## src/rtl/rx_os.sv

```systemverilog
// Oversampling UART receiver: start bit, NBITS data bits LSB-first, one stop bit.
// Samples each bit at its center using an NTICK-per-bit baud tick.
module rx_os #(
  parameter int unsigned NBITS = 8,
  parameter int unsigned NTICK = 16
) (
  input  logic             rx_clk,
  input  logic             rx_rst,
  input  logic             bdtick,
  input  logic             rx_ena,
  input  logic             rx_in,
  output logic [NBITS-1:0] data_out,
  output logic             rx_done,
  output logic             rx_ferr,
  output logic             rx_busy
);

  localparam int unsigned TW = $clog2(NTICK);
  localparam int unsigned BW = $clog2(NBITS + 1);
  localparam logic [TW-1:0] TMid  = TW'(NTICK / 2 - 1);
  localparam logic [TW-1:0] TLast = TW'(NTICK - 1);
  localparam logic [BW-1:0] BLast = BW'(NBITS - 1);

  typedef enum logic [2:0] {StIdle, StStart, StData, StStop, StBreak} state_e;

  state_e           state_q, state_d;
  logic             sync1_q, sync2_q;
  logic [TW-1:0]    tcnt_q, tcnt_d;
  logic [BW-1:0]    bcnt_q, bcnt_d;
  logic [NBITS-1:0] sh_q, sh_d;
  logic [NBITS-1:0] data_q, data_d;
  logic             done_q, done_d;
  logic             ferr_q, ferr_d;
  logic             rxs;

  assign rxs = sync2_q;

  always_comb begin
    state_d = state_q;
    tcnt_d  = tcnt_q;
    bcnt_d  = bcnt_q;
    sh_d    = sh_q;
    data_d  = data_q;
    done_d  = 1'b0;
    ferr_d  = 1'b0;
    unique case (state_q)
      StIdle: begin
        if (!rxs && rx_ena) begin
          state_d = StStart;
          tcnt_d  = '0;
        end
      end
      StStart: begin
        if (bdtick) begin
          if (tcnt_q == TMid) begin
            tcnt_d = '0;
            if (!rxs) begin
              state_d = StData;
              bcnt_d  = '0;
            end else begin
              state_d = StIdle;
            end
          end else begin
            tcnt_d = tcnt_q + TW'(1);
          end
        end
      end
      StData: begin
        if (bdtick) begin
          if (tcnt_q == TLast) begin
            // Right shift so the first data bit ends up in bit 0.
            sh_d            = sh_q >> 1;
            sh_d[NBITS-1]   = rxs;
            tcnt_d          = '0;
            bcnt_d          = bcnt_q + BW'(1);
            if (bcnt_q == BLast) begin
              state_d = StStop;
            end
          end else begin
            tcnt_d = tcnt_q + TW'(1);
          end
        end
      end
      StStop: begin
        if (bdtick) begin
          if (tcnt_q == TLast) begin
            tcnt_d = '0;
            if (rxs) begin
              data_d  = sh_q;
              done_d  = 1'b1;
              state_d = StIdle;
            end else begin
              ferr_d  = 1'b1;
              state_d = StBreak;
            end
          end else begin
            tcnt_d = tcnt_q + TW'(1);
          end
        end
      end
      StBreak: begin
        if (rxs) begin
          state_d = StIdle;
        end
      end
      default: state_d = StIdle;
    endcase
  end

  always_ff @(posedge rx_clk or negedge rx_rst) begin
    if (!rx_rst) begin
      sync1_q <= 1'b1;
      sync2_q <= 1'b1;
      state_q <= StIdle;
      tcnt_q  <= '0;
      bcnt_q  <= '0;
      sh_q    <= '0;
      data_q  <= '0;
      done_q  <= 1'b0;
      ferr_q  <= 1'b0;
    end else begin
      sync1_q <= rx_in;
      sync2_q <= sync1_q;
      state_q <= state_d;
      tcnt_q  <= tcnt_d;
      bcnt_q  <= bcnt_d;
      sh_q    <= sh_d;
      data_q  <= data_d;
      done_q  <= done_d;
      ferr_q  <= ferr_d;
    end
  end

  assign data_out = data_q;
  assign rx_done  = done_q;
  assign rx_ferr  = ferr_q;
  assign rx_busy  = (state_q != StIdle);

endmodule
```

## config.mk

```make
export PLATFORM = sky130hd
export DESIGN_NAME = rx_os
export DESIGN_NICKNAME = d
export VERILOG_FILES = /design/src/rtl/rx_os.sv
export SDC_FILE = /design/constraint.sdc
export NUM_CORES = 1
export LEC_CHECK = 0
export ABC_CLOCK_PERIOD_IN_PS = 2100
export CAP_MARGIN = 30
export CORE_UTILIZATION = 54
export DETAILED_ROUTE_END_ITERATION = 6
export GPL_TIMING_DRIVEN = 0
export PLACE_DENSITY = 0.75
export SYNTH_ARGS = -nofsm -noshare
export SYNTH_HDL_FRONTEND = slang
export SYNTH_SLANG_ARGS = --single-unit
```

## constraint.sdc

```tcl
create_clock -name rx_clk -period 2.1 [get_ports rx_clk]
set_input_delay 0.315 -clock rx_clk [delete_from_list [all_inputs] [get_ports rx_clk]]
set_output_delay 0.315 -clock rx_clk [all_outputs]
set_load 0.01 [all_outputs]
```

# Word level (Yosys, flattened, before mapping)
# Cells that the tools add are included.
[classes]
addsub = 2
eq_ne = 18
n_mux = 32
n_reduce_logical = 12
[ops]
columns = ["operator", "n"]
rows = [
  ["two-way mux 4 bit", 10],
  ["two-way mux 3 bit", 10],
  ["!= test 2 bit, second input constant", 10],
  ["one-hot mux 3 bit (5 select lines)", 1],
  ["one-hot mux 4 bit (3 select lines)", 1],
  ["AND reduction 9 bit", 1],
  ["adder 4 x 1 -> 4 bit, second input constant", 2],
  ["equality test 4 x 3 -> 1 bit, second input constant", 2],
  ["two-way mux 1 bit", 8],
  ["one-hot mux 4 bit (2 select lines)", 1],
  ["AND reduction 4 bit", 2],
  ["equality test 3 x 2 -> 1 bit, second input constant", 2],
  ["AND reduction 6 bit", 1],
  ["nonzero test 3 bit", 2],
  ["equality test 4 bit, second input constant", 1],
  ["equality test 3 x 1 -> 1 bit, second input constant", 1],
  ["equality test 3 bit, second input constant", 1],
  ["logical NOT 3 bit", 1],
  ["AND reduction 3 bit", 1],
  ["two-way mux 2 bit", 1],
  ["!= test 2 x 1 -> 1 bit, second input constant", 1],
  ["nonzero test 2 bit", 1],
  ["OR reduction 2 bit", 1],
  ["logical AND 1 bit", 1],
  ["logical NOT 1 bit", 1],
]
[totals]
reg_bits = 31
input_bits = 5
out_inout_bits = 11
elab_cells = 73

# Longest topological paths before layout
# Gate-level depths: netlist of run 1.
[depth]
ltp_word = 5
mapped_depth = 6

# Worst setup path before layout of run 1
# OpenSTA, ideal clock, no wires.
[synth_path]
path_type = "reg-to-reg"
start = "register tcnt_q[0]"
end = "register data_q[0] (netlist: data_out[0])"
setup_ns = 0.125
arrival_time_ns = 1.482
required_ns = 1.975
setup_slack_ns = 0.493
path_stages_with_launch = 6
path_buffers = 0
period_less_slack_ns = 1.607
cell_sequence = "dfrtp_1 -> ha_1 -> nand4_1 -> nor3_1 -> nand2_2 -> mux2_2"
[synth_between]
elab_chain_cells = 2
[synth_lines]
columns = ["element", "line", "source"]
rows = [
  ["start, declared", "28", "logic [TW-1:0] tcnt_q, tcnt_d;"],
  ["start signal, assigned", "125", "tcnt_q <= tcnt_d;"],
  ["equality test 4 bit", "86", "if (tcnt_q == TLast) begin"],
  ["AND reduction 4 bit (no line)", "-", ""],
  ["end signal, assigned", "128", "data_q <= data_d;"],
  ["end, declared", "31", "logic [NBITS-1:0] data_q, data_d;"],
]
# Every way passes these cells.
# A chain may end at the register's enable or synchronous reset.

# Worst setup path after layout of run 1
[layout_path]
start = "register state_q[1]"
end = "output rx_busy"
[layout_between]
elab_chain_cells = 1
[layout_lines]
columns = ["element", "line", "source"]
rows = [
  ["start, declared", "26", "state_e state_q, state_d;"],
  ["start signal, assigned", "114", "state_q <= StIdle;"],
  ["start signal, assigned", "124", "state_q <= state_d;"],
  ["nonzero test 3 bit", "137", "assign rx_busy = (state_q != StIdle);"],
  ["end, declared", "15", "output logic rx_busy"],
]
# Every way passes these cells.

==> results by group, run 1 <==
Worst setup path
  • Crit path max fanout: 10
  • R2r startpoint: tcnt_q[0]$_DFFE_PN0P_
  • Worst setup EP type: primary output
  • CP startpoint: state_q[1]$_DFFE_PN0P_
  • WP data arrival: 1730 ps
  • CP startpoint kind: flop
  • CP Class: reg2out
  • Critical Path RT: 1780 ps

Die
  • Site Rows: 17
  • Vert. Die Dim: 52.56 microns
  • Core area: 2318 sq um
  • Initial core utilization: 59.53%
  • Die W: 52.56 microns
  • Top-Level Pins: 16
  • DIE AREA: 2762 sq um

STA
  • Clock skew: 14.13 ps
  • Slew margin rel.: 57.00%
  • Unrepaired setup endpoints after global routing: false
  • Final setup viols: 0
  • Final slew viol count: 0
  • Fin. Hold Viols: 0
  • Least-Margin Pin Slew: 642.9 ps
  • Worst hold margin: 358.7 ps
  • Maximum clock rate: 490.0 MHz
  • Worst Slack Setup Final: 59.27 ps
  • Post-route setup TNS: 0 ps
  • Tmin final: 2041 ps
  • Part of the cycle the worst path needs: 97.18%

Final layout
  • Area Growth Syn to Fin: 21.67%
  • Nets: 163
  • Layout cell share with drive strength beyond 1: 18.47%
  • Final Non-Filler Cells: 185
  • Inserted Diodes: 0

Logic synthesis
  • Most common cell in the netlist: nand2_1
  • Syn Nets: 140
  • Synth cell count leaders: 32 x nand2_1, 29 x dfrtp_1, 8 x mux2_2, 8 x nor2_1, 7 x o21ai_0
  • Top-area cell type share of the netlist area: 52.58%
  • Largest area contributor in the netlist: dfrtp_1
  • Async S/R FF share, synth: 100.0%
  • Synth warn: 0
  • Synth Cell Area: 1380 sq um
  • Unique masters post-synth: 33
  • Most frequently used flop master after synthesis: dfrtp_1
  • Yosys reg bits: 31
  • Post-synth EDFFs: 0
  • Synth area leaders: dfrtp_1 53%, nand2_1 8.7%, mux2_2 6.5%, dfstp_2 3.8%, o21ai_0 2.5%
  • Post-synthesis cell count: 133
  • Sequential-to-total area share from yosys stat: 56.39%
  • Syn avg cell area: 10.38 sq um

Drt
  • DRT iter0 DRCs: 21
  • Routed WL: 2.645 mm
  • Post-DRT Antenna Nets: 0
  • Vias/cell: 5.524
  • Vias: 1022
  • Drt pass-1 iters: 4
  • Wire length on met2: 1.262 mm
  • Detailed-route DRC error count: 0
  • Routed len/inst: 14.30 microns
  • Top Metal Used: met4
  • M1 wire length: 1.230 mm
  • Met3 WL: 116 microns

Clock network
  • CTS tree: yes
  • PostCTS Resize Cnt: 0
  • Hold buffers post-CTS: 0
  • Worst-path clk slew: 80 ps
  • Max Root-Sink Buffers: 2
  • CTS H-tree depth: 2
  • Post-CTS setup buffer count: 0
  • Clock tree sinks: 31
  • Number of CTS-inserted buffers: 5
  • Clk_lat worst skew: 330 ps
  • Root Buffer: clkbuf_4

Run
  • Max-cap violations: 0

Place
  • I/O Buffers: 15
  • DP HPWL: 1.885 mm
  • GPL Wtd Cong: 0.7372
  • Place WS: -67.50 ps
  • Placed Instances: 177

Power and ir drop
  • Design Power: 1615 uW
  • P_sw: 477.5 uW
  • Clk pwr share: 29.7%
  • Power per cell area: 961.6 nW/um^2
  • Gate power share: 27.0%
  • Max VDD drop: 1.077 mV
  • Sequential Power Share: 43.3%
  • Switch share: 29.57%
  • Int Pwr: 1137 uW
  • Leakage Power: 0.0008190 uW

GRT
  • Antenna violations before repair: 0
  • Largest net degree at the start of global routing: 21
  • GRT Overall Usage: 22.00%
  • Number of global-route vias before repair: 984
  • First-pass GRT wire length: 4.209 mm
  • Grt ovf: 0

Hold path
  • Hold Crit Start: sync1_q$_DFF_PN1_
  • Worst Hold Class: reg2reg

Run status
  • Status: finished, final reports clean
==> cell type report <==
type / instances / area (sq um)
Clock inverter: 2 / 35.03
Fill cell: 181 / 639.4
Inverter: 4 / 15.01
Sequential cell: 31 / 778.2
Clock buffer: 6 / 51.30
Buffer: 6 / 47.55
Timing Repair Buffer: 16 / 177.7
Tap cell: 28 / 35.03
Multi-Input combinational cell: 92 / 539.3
==> registers in the layout (all words and copies together), names as in the netlist <==
| signal | cells |
|---|---|
| rx_ferr | 1 |
| state_q | 3 |
| rx_done | 1 |
| tcnt_q | 4 |
| sync1_q | 1 |
| sh_q | 8 |
| rxs | 1 |
| data_out | 8 |
| bcnt_q | 4 |
==> cell families (layout without fill, tap and decap cells) <==
| logic type | after synthesis | count (layout) | share of synthesized area [%] |
|---|---|---|---|
| AND/OR/NAND/NOR | 60 | 60 | 20.94 |
| flip-flops | 31 | 31 | 56.39 |
| AO/OA/AOI/OAI | 21 | 21 | 9.157 |
| buffers and inverters | 10 | 34 | 4.532 |
| multiplexers | 8 | 8 | 6.528 |
| adder cells (fa/ha/maj) | 2 | 2 | 1.813 |
| XOR/XNOR | 1 | 1 | 0.6347 |
==> per-layer routing <==
metal / global-route usage, % / vias to the layer above
met4: 9.211 / 0
li1: - / 502
met5: 0 / -
met1: 26.48 / 493
met2: 35.44 / 23
met3: 7.826 / 4
==> placed cells by master, fill, tap and decap left out, types with 3 or more instances in the layout <==
cell,instances
clkbuf_4,5
clkdlybuf4s50_1,15
dfrtp_1,29
inv_1,4
mux2_2,8
nand2_1,32
nand3_1,3
nor2_1,8
nor3_1,3
o21ai_0,7
o21ai_1,4
==> worst paths after layout <==
kind | cells past startpoint | to | slack (ps)
worst min register to register | 0 | rxs$_DFF_PN1_ | 360
worst max-delay path | 3 | rx_busy | 60
worst max register to register | 5 | data_out[3]$_DFFE_PN0P_ | 170
worst min-delay path | 0 | rxs$_DFF_PN1_ | 360
min in group asynchronous | 1 | bcnt_q[1]$_DFFE_PN0P_ | 380
max in group asynchronous | 2 | sh_q[3]$_DFFE_PN0P_ | 1200
==> critical path: stages (launching register included) <==
cell and delay, ps:
dfrtp_1 420, buf_6 150, or3_1 360, clkdlybuf4s50_1 480
==> stage by stage <==
step           cell area (sq um)  util [%]
6_report                    1679     72.42
5_1_grt                     1679     72.42
4_1_cts                     1679     72.42
3_5_place_dp                1593     68.70
3_3_place_gp                1565     67.51
2_1_floorplan               1380         -
==> power by group through the flow <==
stage	combinational (uW)	sequential [uW]	clock, uW
3_5_place_dp	433	709	0
6_report	436	700	479
2_1_floorplan	321	695	0
5_1_grt	481	704	514
4_1_cts	435	697	488
3_3_place_gp	403	704	0
No activity file was read; power rests on OpenSTA's default activity.
==> inputs of run 2 (changes only) <==
--- a/config.mk
+++ b/config.mk
@@ -7,10 +7,11 @@
 export LEC_CHECK = 0
 export ABC_CLOCK_PERIOD_IN_PS = 2100
 export CAP_MARGIN = 30
-export CORE_UTILIZATION = 54
+export CORE_UTILIZATION = 35
+export CTS_CLUSTER_DIAMETER = 30
 export DETAILED_ROUTE_END_ITERATION = 6
 export GPL_TIMING_DRIVEN = 0
-export PLACE_DENSITY = 0.75
+export PLACE_DENSITY = 0.52
 export SYNTH_ARGS = -nofsm -noshare
 export SYNTH_HDL_FRONTEND = slang
 export SYNTH_SLANG_ARGS = --single-unit
==> run 2 against run 1 <==
  * Critical path depth unchanged
  * Cell count rose by 10%
  * Clock power fell by 9.6%
  * Clock skew fell by 9.6 ps
  * Maximum frequency increased by 2.5%
  * Combinational power fell by 4%
  * Routed wire length is 6.6% lower
  * Largest cell class unchanged
==> results by group, run 2 (same netlist as run 1, synthesis figures left out) <==
Power and ir drop
  • Design Power: 1550 uW (-4.0%)
  • Leakage Power: 0.0008003 uW (-2.3%)
  • Power per cell area: 930.3 nW/um^2 (-3.3%)
  • Max VDD drop: 0.3642 mV (-66%)

Place
  • Place WS: -84.80 ps (-17.29 ps)
  • I/O Buffers: 15 (unchanged)
  • DP HPWL: 1.662 mm (-12%)
  • GPL Wtd Cong: 0.8349 (+13%)

Worst setup path
  • Worst setup EP type: primary output
  • Crit-path leading delay family: buffers and inverters
  • Critical Path RT: 1780 ps (about the same)
  • CP startpoint kind: flop
  • WP data arrival: 1680 ps (-50 ps)
  • CP Class: reg2out
  • Critical path, cell by cell: buf_6, or3_1, clkdlybuf4s50_1
  • Slowest CP cell: clkdlybuf4s50_1
  • Worst path bufs/invs: 2 (unchanged)
  • CP peak stage delay: 480 ps (about the same)
  • Crit path max fanout: 10 (unchanged)

STA
  • Maximum clock rate: 502.2 MHz (+2.5%)
  • Final slew viol count: 0 (unchanged)
  • Part of the cycle the worst path needs: 94.82% (-2.4 points)
  • Fin. Hold Viols: 0 (unchanged)
  • Final setup viols: 0 (unchanged)
  • Least-Margin Pin Slew: 671.1 ps (+28.12 ps)
  • Unrepaired setup endpoints after global routing: false
  • Worst Slack Setup Final: 108.8 ps (+49.54 ps)
  • Tmin final: 1991 ps (-49.54 ps)
  • Slew margin rel.: 55.26% (-1.7 points)
  • Post-route setup TNS: 0 ps (unchanged)
  • Clock skew: 4.559 ps (-9.575 ps)

Die
  • Die W: 64.80 microns (+23%)
  • Initial core utilization: 37.14% (-22 points)
  • Top-Level Pins: 16 (unchanged)
  • DIE AREA: 4198 sq um (+52%)
  • Core area: 3716 sq um (+60%)
  • Vert. Die Dim: 64.80 microns (+23%)
  • Site Rows: 22 (+5)

Final layout
  • Final Util: 44.85% (-28 points)
  • Most frequent cells in the layout: 32 x nand2_1, 29 x dfrtp_1, 14 x clkdlybuf4s50_1
  • Area Growth Syn to Fin: 20.76%
  • Nets: 162 (-0.61%)
  • Layout cell share with drive strength beyond 1: 17.31% (-1.2 points)
  • Filler cells: 354 (+96%)
  • Inserted Diodes: 0 (unchanged)
  • Most common cell after layout, fill and taps aside: nand2_1

Clock network
  • Clk_lat worst skew: 270 ps (-60 ps)
  • Number of CTS-inserted buffers: 5 (unchanged)
  • CTS H-tree depth: 2 (unchanged)
  • CTS tree: yes
  • Clock tree sinks: 31 (unchanged)
  • PostCTS Resize Cnt: 0 (unchanged)
  • Max Root-Sink Buffers: 2 (unchanged)
  • Hold buffers post-CTS: 0 (unchanged)
  • Post-CTS setup buffer count: 0 (unchanged)
  • Root Buffer: clkbuf_8
  • Worst-path clk slew: 60 ps (-20 ps)

GRT
  • GR Util met1: 19.10% (-7.4 points)
  • GRT met2 Usage: 19.40% (-16 points)
  • GRT Overall Usage: 14.07% (-7.9 points)
  • Routing usage on met3: 4.754% (-3.1 points)
  • First-pass GRT wire length: 4.395 mm (+4.4%)
  • GRT Max-Usage Layer: met2
  • Largest net degree at the start of global routing: 32 (+52%)
  • Grt ovf: 0 (unchanged)
  • Antenna violations before repair: 0 (unchanged)
  • Number of global-route vias before repair: 970 (-1.4%)

Run
  • Max-cap violations: 0 (unchanged)

Drt
  • Drt pass-1 iters: 4 (unchanged)
  • Detailed-route DRC error count: 0 (unchanged)
  • Vias: 992 (-2.9%)
  • DRT iter0 DRCs: 78 (+270%)
  • Post-DRT Antenna Nets: 0 (unchanged)
  • Routed WL: 2.471 mm (-6.6%)
  • Vias/cell: 4.863 (-12%)
  • Routed len/inst: 12.11 microns (-15%)

Run status
  • Status: finished, final reports clean

Hold path
  • Worst Hold Class: in2async
## run 2: worst reg2reg max path: cells and delay by family, from the launching register on
| kind | cells | cell delay, ps |
|---|---|---|
| mux | 1 | 320 |
| fa+ha+maj | 1 | 260 |
| simple gates | 3 | 800 |
| flops | 1 | 390 |
## run 2: layout make-up
class | count | area, sq um | share of cell area (%)
sequential | 31 | 778.2 | 46.70
inverter | 4 | 15.01 | 0.9009
multi-input combinational | 92 | 539.3 | 32.36
clock buffer | 7 | 76.32 | 4.580
clock inverter | 1 | 5.005 | 0.3003
buffer | 6 | 47.55 | 2.853
timing repair buffer | 15 | 145.1 | 8.709
tap | 48 | 60.06 | 3.604
## run 2: metal layers
metal	share of wire [%]	vias to the layer above
met5	0	-
met4	1.6	0
met3	4.5	5
met2	44	21
met1	50	464
li1	-	502
## run 2: worst paths after layout
| check | start | to | slack (ps) | depth (start not counted) |
|---|---|---|---|---|
| setup reg to reg | tcnt_q[0]$_DFFE_PN0P_ | data_out[7]$_DFFE_PN0P_ | 210 | 5 |
| setup / recovery | state_q[1]$_DFFE_PN0P_ | rx_busy | 110 | 3 |
| hold / removal | rx_rst | tcnt_q[3]$_DFFE_PN0P_ | 70 | 1 |
| max in group asynchronous | rx_rst | sh_q[6]$_DFFE_PN0P_ | 1590 | 1 |
| hold reg to reg | sync1_q$_DFF_PN1_ | rxs$_DFF_PN1_ | 360 | 0 |
| min in group rx_clk | sync1_q$_DFF_PN1_ | rxs$_DFF_PN1_ | 360 | 0 |
## run 2: report_power, final
group / internal, uW / total [uW] / switching, uW
combinational: 199 / 420 / 221
sequential: 652 / 697 / 44.4
clock: 232 / 433 / 201
## run 2: metrics by stage
stage / std cells / cell area (sq um) / hold slack, ps
3_3_place_gp: 196 / 1590 / 346.3
2_1_floorplan: 133 / 1380 / 19.41
3_5_place_dp: 196 / 1585 / 349.7
4_1_cts: 204 / 1667 / 107.0
5_1_grt: 204 / 1667 / 139.1
6_report: 204 / 1667 / 72.10
